[src/rtl/fp32_mul_pipe.sv]
// IEEE-754 single-precision multiplier: operand register plus 3 compute stages, FTZ/DAZ.
// Optional sticky overflow/underflow flags when FPMUL_STICKY_FLAGS_EN is defined.
module fp32_mul_pipe #(
  parameter logic [31:0] CANON_NAN = 32'h7FC00000
) (
  input  logic        clk,
  input  logic        rst,
  input  logic        in_valid,
  input  logic [2:0]  r_mode,
  input  logic [31:0] fp_X,
  input  logic [31:0] fp_Y,
  output logic        out_valid,
  output logic [31:0] fp_Z,
  output logic        ovrf,
  output logic        udrf
`ifdef FPMUL_STICKY_FLAGS_EN
  ,
  input  logic        flag_clr,
  output logic        ovrf_sticky,
  output logic        udrf_sticky
`endif
);
  localparam int STAGES = 3;
  localparam logic [2:0] RM_RTZ = 3'b001, RM_RDN = 3'b010, RM_RUP = 3'b011, RM_RMM = 3'b100;
  localparam logic [30:0] INF_MAG = {8'hFF, 23'h0};
  localparam logic [30:0] MAX_MAG = {8'hFE, {23{1'b1}}};

  typedef struct packed {
    logic [2:0]  rm;
    logic [31:0] x;
    logic [31:0] y;
  } in_t;

  typedef struct packed {
    logic        sign, nan, inf, zero;
    logic [2:0]  rm;
    logic [9:0]  exp;
    logic [47:0] prod;
  } s1_t;

  typedef struct packed {
    logic        sign, nan, inf, zero;
    logic [2:0]  rm;
    logic [9:0]  exp;
    logic [23:0] mant;
    logic        g, r, st;
  } s2_t;

  logic [STAGES:0] vld_pipe;
  in_t in_q;
  s1_t s1_d, s1_q;
  s2_t s2_d, s2_q;

  always_ff @(posedge clk) begin
    if (rst) vld_pipe <= '0;
    else     vld_pipe <= {vld_pipe[STAGES-1:0], in_valid};
  end

  always_ff @(posedge clk) begin
    in_q <= '{rm: r_mode, x: fp_X, y: fp_Y};
    s1_q <= s1_d;
    s2_q <= s2_d;
  end

  assign out_valid = vld_pipe[STAGES];

  // Stage 1: classify and multiply. Exponent field 0 is zero (denormals flushed).
  logic [7:0]  ex, ey;
  logic [22:0] fx, fy;
  logic        x_zero, y_zero, x_inf, y_inf, x_nan, y_nan;

  assign ex = in_q.x[30:23];
  assign ey = in_q.y[30:23];
  assign fx = in_q.x[22:0];
  assign fy = in_q.y[22:0];
  assign x_zero = (ex == 8'h00);
  assign y_zero = (ey == 8'h00);
  assign x_inf  = (ex == 8'hFF) && (fx == '0);
  assign y_inf  = (ey == 8'hFF) && (fy == '0);
  assign x_nan  = (ex == 8'hFF) && (fx != '0);
  assign y_nan  = (ey == 8'hFF) && (fy != '0);

  always_comb begin
    s1_d      = '0;
    s1_d.sign = in_q.x[31] ^ in_q.y[31];
    s1_d.nan  = x_nan | y_nan | (x_inf & y_zero) | (y_inf & x_zero);
    s1_d.inf  = x_inf | y_inf;
    s1_d.zero = x_zero | y_zero;
    s1_d.rm   = in_q.rm;
    // Two's complement in 10 bits; negative values mean certain underflow.
    s1_d.exp  = {2'b00, ex} + {2'b00, ey} - 10'd127;
    s1_d.prod = {1'b1, fx} * {1'b1, fy};
  end

  // Stage 2: normalize to 24 bits plus guard/round/sticky.
  always_comb begin
    s2_d      = '0;
    s2_d.sign = s1_q.sign;
    s2_d.nan  = s1_q.nan;
    s2_d.inf  = s1_q.inf;
    s2_d.zero = s1_q.zero;
    s2_d.rm   = s1_q.rm;
    if (s1_q.prod[47]) begin
      s2_d.mant = s1_q.prod[47:24];
      s2_d.g    = s1_q.prod[23];
      s2_d.r    = s1_q.prod[22];
      s2_d.st   = |s1_q.prod[21:0];
      s2_d.exp  = s1_q.exp + 10'd1;
    end else begin
      s2_d.mant = s1_q.prod[46:23];
      s2_d.g    = s1_q.prod[22];
      s2_d.r    = s1_q.prod[21];
      s2_d.st   = |s1_q.prod[20:0];
      s2_d.exp  = s1_q.exp;
    end
  end

  // Stage 3: round, detect over/underflow, pack.
  logic        inc;
  logic [24:0] mant_r;
  logic [9:0]  exp_r;
  logic [22:0] frac_r;
  logic [30:0] ovf_mag;
  logic [31:0] z_d;
  logic        ov_d, un_d;

  always_comb begin
    case (s2_q.rm)
      RM_RTZ:  inc = 1'b0;
      RM_RDN:  inc = s2_q.sign & (s2_q.g | s2_q.r | s2_q.st);
      RM_RUP:  inc = ~s2_q.sign & (s2_q.g | s2_q.r | s2_q.st);
      RM_RMM:  inc = s2_q.g;
      default: inc = s2_q.g & (s2_q.r | s2_q.st | s2_q.mant[0]);
    endcase
    mant_r = {1'b0, s2_q.mant} + {24'd0, inc};
    exp_r  = s2_q.exp + {9'd0, mant_r[24]};
    frac_r = mant_r[24] ? mant_r[23:1] : mant_r[22:0];

    case (s2_q.rm)
      RM_RTZ:  ovf_mag = MAX_MAG;
      RM_RDN:  ovf_mag = s2_q.sign ? INF_MAG : MAX_MAG;
      RM_RUP:  ovf_mag = s2_q.sign ? MAX_MAG : INF_MAG;
      default: ovf_mag = INF_MAG;
    endcase

    z_d  = {s2_q.sign, 31'd0};
    ov_d = 1'b0;
    un_d = 1'b0;
    if (s2_q.nan)                               z_d = CANON_NAN;
    else if (s2_q.inf)                          z_d = {s2_q.sign, INF_MAG};
    else if (s2_q.zero)                         z_d = {s2_q.sign, 31'd0};
    else if (s2_q.exp[9] || s2_q.exp == 10'd0)  un_d = 1'b1;
    else if (exp_r >= 10'd255) begin
      ov_d = 1'b1;
      z_d  = {s2_q.sign, ovf_mag};
    end else                                    z_d = {s2_q.sign, exp_r[7:0], frac_r};
  end

  // Result registers hold their value across bubbles.
  always_ff @(posedge clk) begin
    if (rst) begin
      fp_Z <= '0;
      ovrf <= 1'b0;
      udrf <= 1'b0;
    end else if (vld_pipe[STAGES-1]) begin
      fp_Z <= z_d;
      ovrf <= ov_d;
      udrf <= un_d;
    end
  end

`ifdef FPMUL_STICKY_FLAGS_EN
  // A flag seen in the same cycle as flag_clr wins over the clear.
  always_ff @(posedge clk) begin
    if (rst) begin
      ovrf_sticky <= 1'b0;
      udrf_sticky <= 1'b0;
    end else begin
      if (out_valid && ovrf) ovrf_sticky <= 1'b1;
      else if (flag_clr)     ovrf_sticky <= 1'b0;
      if (out_valid && udrf) udrf_sticky <= 1'b1;
      else if (flag_clr)     udrf_sticky <= 1'b0;
    end
  end
`endif

endmodule

[config.mk]
export PLATFORM = sky130hd
export DESIGN_NAME = fp32_mul_pipe
export DESIGN_NICKNAME = d
export VERILOG_FILES = /design/src/rtl/fp32_mul_pipe.sv
export SDC_FILE = /design/constraint.sdc
export NUM_CORES = 2
export LEC_CHECK = 0
export CAP_MARGIN = 20
export CORE_AREA = 2 2 228 230
export CTS_CLUSTER_SIZE = 40
export DETAILED_ROUTE_END_ITERATION = 12
export DIE_AREA = 0 0 230 232
export HOLD_SLACK_MARGIN = 0.02
export PLACE_DENSITY = 0.68
export SLEW_MARGIN = 15
export SYNTH_ARGS = -nofsm -noshare
export SYNTH_HDL_FRONTEND = slang
export SYNTH_SLANG_ARGS = --single-unit
[constraint.sdc]
create_clock -name clk -period 5.9 [get_ports clk]
set_clock_uncertainty 0.1 [all_clocks]
set_input_delay 0.59 -clock clk [delete_from_list [all_inputs] [get_ports clk]]
set_output_delay 0.59 -clock clk [all_outputs]
set_load 0.005 [all_outputs]
* After elaboration in Yosys (flattened, before gate mapping)
Cells that the tools add are included.
Operators by class: $add $sub $neg 5, bitwise logic cells 16, eq/ne operators 6, muxes and demuxes 20, reduce and logical (&&, ||, !) cells 14, $mul 1, $lt $le $gt $ge 1
Operators with widths (number):
- $mux 31 | 4
- $pmux 24 s3 | 1
- $mul 24x24->48 | 1
- $mux 24 | 2
- $logic_not 23->1 | 2
- $reduce_bool 23->1 | 2
- $mux 37 | 1
- $mux 32 | 1
- $add 24x1->25 | 1
- $mux 23 | 1
- $reduce_or 22->1 | 1
- $reduce_or 21->1 | 1
- $eq 8x8->1 const B | 2
- $logic_not 8->1 | 2
- $add 10x1->10 | 1
- $add 10x1->10 const B | 1
- $ge 10x8->1 const B | 1
- $logic_not 10->1 | 1
- $sub 9x7->10 const B | 1
- $add 8x8->9 | 1
- $mux 1 | 9
- $or 1x1->1 | 9
- $eq 3x2->1 const B | 2
- $and 1x1->1 | 5
- 7 further kinds | 10
Word-level totals: flip-flop bits (word level) 214, input port bits 70, output and inout port bits 35, word-level logic and storage cells 88

* Longest topological paths before layout
depth in word-level cells 12, mapped depth 26

* Worst setup path before layout
Ideal clock, no wire load.
path type register to register, from register in_q, in the netlist fx[13], to register s1_q[36] (netlist bit), clock period less this slack 6454 ps, setup time 118 ps, cell stages (with the launch flop) 27, data arrival time 6235 ps, required time 5682 ps, path slack -554 ps, cells stage by stage dfxtp_1 -> clkbuf_1 -> nand2_1 -> fa_1 -> inv_1 -> fa_1 -> inv_1 -> fa_1 -> inv_1 -> fa_1 -> inv_1 -> fa_1 -> inv_1 -> fa_1 -> inv_1 -> fa_1 -> inv_1 -> ha_1 -> and4_1 -> nand2_1 -> a211oi_2 -> o21ai_2 -> a31o_2 -> o211ai_2 -> a21o_1 -> a21oi_1 -> xnor2_1
RTL lines:
- from (decl) | RTL line 50 | in_t in_q;
- from (signal assigned) | RTL line 60 | in_q <= '{rm: r_mode, x: fp_X, y: fp_Y};
- to (signal assigned) | RTL line 61 | s1_q <= s1_d;
- to (decl) | RTL line 51 | s1_t s1_d, s1_q;

==> flow_summary_export.csv <==
group,metric,value,unit
run_status,status,"finished with violations",
run_status,failed_checks,"negative setup slack",
floorplan,dieWidth,230,um
cells_and_area,drive_gt1_share,22.8,%
setup_path,critPathLaunch,"fx[15]",
route,drtIter0Drc,1178,
clock_network,clock-root-buffer,"clkbuf_16",
route,vias,19500,
cells_and_area,syn2layout_area_growth,27.1,%
timing,worst_pin_slew,955,ps
logic_synthesis,ys_ff_latch,214,
place,hpwl,56.8,mm
cells_and_area,nets,3824,
route,drc,0,
timing,hold_viol_final,0,
global_routing,grt_max_degree,33,
timing,rsz0062_at_grt,"true",
logic_synthesis,synth_ff_type,"dfxtp_1",
setup_path,r2r_start,"fx[15]",
logic_synthesis,syn_area_per_cell,9.39,um2
global_routing,grt_pass1_vias,20900,
floorplan,core_area,50900,um2
setup_path,worstPathMaxFanout,6,
flow_run,cap_violations,0,
logic_synthesis,syn_area,25300,um2
logic_synthesis,yosysSeqAreaShare,17.0,%
route,wire_per_inst,18.8,um
global_routing,antenna_found_initial,4,
logic_synthesis,synth-edff-count,0,
route,viasPerCell,5.17,
route,drt-pass1-iter-count,5,
timing,fmax,155,MHz
setup_path,endpoint_kind,"register",
global_routing,grt_first_pass_wirelength,112,mm
logic_synthesis,yosysUniqueCellTypes,65,
timing,setup_ws,-554,ps
floorplan,start_util,49.6,%
timing,period_needed,6450,ps
global_routing,grt.total_usage,26.9,%
setup_path,start_kind,"register",
timing,final.setup.tns,-9170,ps
place,portBuffers,104,
clock_network,clk_pin_slew,60,ps
route,wl,70.8,mm
clock_network,cts_buffer_depth,3,
setup_path,path_class,"register to register",
worst_hold_path,hp-start,"s1_q[64]",
timing,final.period_utilization,109,%
setup_path,arrival,6790,ps
floorplan,die_height,232,um
logic_synthesis,synth-async-reset-ratio,0,%
timing,drv_slew,0,
logic_synthesis,syn_nets,3437,
clock_network,clkSinkCount,214,
clock_network,numCtsBuffers,25,
cells_and_area,fillers,4158,
worst_hold_path,hp-class,"register to register",
route,ant_nets,0,
timing,setup_viol,28,
floorplan,die_area,53400,um2
timing,maxSlewHeadroom,35.9,%
clock_network,clock_latency,580,ps
floorplan,ios,105,
clock_network,h-tree-depth,1,
clock_network,cts_tree,"done",
logic_synthesis,ys_warn_count,0,
floorplan,num_rows,83,
place,gp_congestion,0.963,
setup_path,crit_required,6230,ps
global_routing,grt_overflow_total,0,
logic_synthesis,synthCells,2691,
[repair_timing]
item	4_1_cts	5_1_grt
resized for setup	203	123
gates cloned	1	2
setup endpoints to repair	32	33
pin swaps	111	76
hold buffers	0	0
buffers inserted	66	32
hold endpoints to repair	0	0
[stage by stage]
step | util, % | worst slack, ps | hold slack, ps | std cells | cell area, um2
after floorplan | - | -180 | 210 | 2691 | 25800
after global placement | 57.4 | -761 | 211 | 3630 | 29200
after detailed placement | 57.5 | -818 | 212 | 3631 | 29200
after CTS | 61.7 | -449 | 229 | 3742 | 31400
after global routing | 63.1 | -711 | 231 | 3776 | 32100
final | 63.1 | -554 | 227 | 3776 | 32100
[critical path: stages, from the launching register on]
cell      delay [ps]
dfxtp_4          400
buf_8            160
and2_4           160
fa_1             490
fa_1             540
inv_2             60
fa_1             500
fa_1             520
inv_1             50
fa_1             490
fa_1             500
inv_1             50
fa_1             490
inv_2             50
ha_4             170
nor3_4           180
o211ai_1         180
nand2_1          160
nand3_1          120
o211ai_1         310
nand4b_1         180
a31oi_2          240
a21oi_1          100
xnor2_1          130
[placed cells by master (no fill, tap or decap), types with 41 or more instances in the layout]
cell             Yosys  final
a21oi_1             80     57
and2_1             260    240
buf_4                0    290
clkdlybuf4s50_1      0    104
dfxtp_1            214    176
fa_1               483    442
fa_2                 0     41
ha_1               193    163
inv_1              561    516
inv_2                1     43
nand2_1            321    304
nor2_1              84     77
o21ai_1             36     41
xnor2_1             61     58
[logic make-up after synthesis]
logic type / Yosys count / synth area share, %
flip-flops: 214 / 17.0
adder cells (fa/ha/maj): 676 / 47.8
buffers and inverters: 680 / 10.1
multiplexers: 27 / 1.20
AO/OA/AOI/OAI: 224 / 5.53
XOR/XNOR: 88 / 3.05
AND/OR/NAND/NOR: 782 / 15.3
[path summary, 6_finish.rpt]
path | endpoint | slack, ps | cells after the start
setup / recovery | s1_q[47] | -550 | 23
hold / removal | s2_q[43] | 230 | 0
setup reg to reg | s1_q[47] | -550 | 23
hold reg to reg | s2_q[43] | 230 | 0
[layout make-up]
class / count / area, um2 / area share, %
repair buffers: 476 / 4510 / 14.1
well taps: 680 / 851 / 2.65
multi-input cells: 1797 / 19300 / 60.3
clock inverters: 15 / 184 / 0.573
diodes: 1 / 2.50 / 0.00780
inverters: 564 / 2130 / 6.64
clock buffers: 29 / 661 / 2.06
flip-flops and latches: 214 / 4410 / 13.8
[registers in the layout, indices dropped and copies added (netlist names)]
signal and count:
fp_Z 32, fy 23, s1_q 65, vld_pipe 4, ey 8, s2_q 44, fx 23, ovrf 1
in_q 5, ex 8, udrf 1
[layer usage]
| metal | part of all wire (%) | GRT usage [%] | vias to the layer above |
|---|---|---|---|
| met4 | 4.1 | 9.92 | 2 |
| met5 | 0.018 | 0 | - |
| li1 | - | - | 8882 |
| met2 | 46 | 44.4 | 648 |
| met3 | 7.0 | 4.47 | 142 |
| met1 | 43 | 35.9 | 9848 |
[Yosys cell counts (all sizes together), types with 2 or more instances]
| library cell | number | area [um2] |
|---|---|---|
| a211oi | 12 | 95.1 |
| a21boi | 3 | 22.5 |
| a21o | 18 | 136 |
| a21oi | 80 | 400 |
| a22o | 3 | 26.3 |
| a311oi | 2 | 17.5 |
| a31oi | 7 | 58.8 |
| and2 | 261 | 1630 |
| and3 | 12 | 75.1 |
| and4 | 4 | 35.0 |
| buf | 12 | 52.6 |
| clkbuf | 104 | 390 |
| clkinv | 2 | 7.51 |
| dfxtp | 214 | 4280 |
| fa | 483 | 9670 |
| ha | 193 | 2410 |
| inv | 562 | 2110 |
| mux2 | 27 | 304 |
| nand2 | 322 | 1220 |
| nand2b | 3 | 18.8 |
| nand3 | 26 | 130 |
| nand4 | 14 | 87.6 |
| nor2 | 84 | 315 |
| nor2b | 12 | 75.1 |
| nor3 | 12 | 65.1 |
| nor3b | 2 | 15.0 |
| nor4 | 20 | 125 |
| o211ai | 6 | 50.1 |
| o21a | 7 | 52.6 |
| o21ai | 57 | 289 |
| o21bai | 10 | 78.8 |
| o311a | 2 | 20.0 |
| o31a | 2 | 17.5 |
| o31ai | 4 | 30.0 |
| or2 | 3 | 18.8 |
| or3 | 3 | 18.8 |
| or4 | 3 | 22.5 |
| xnor2 | 61 | 534 |
| xor2 | 27 | 236 |
Power is not shown: default switching activity piles up to over one toggle a cycle in this logic, so the estimate is an artifact.
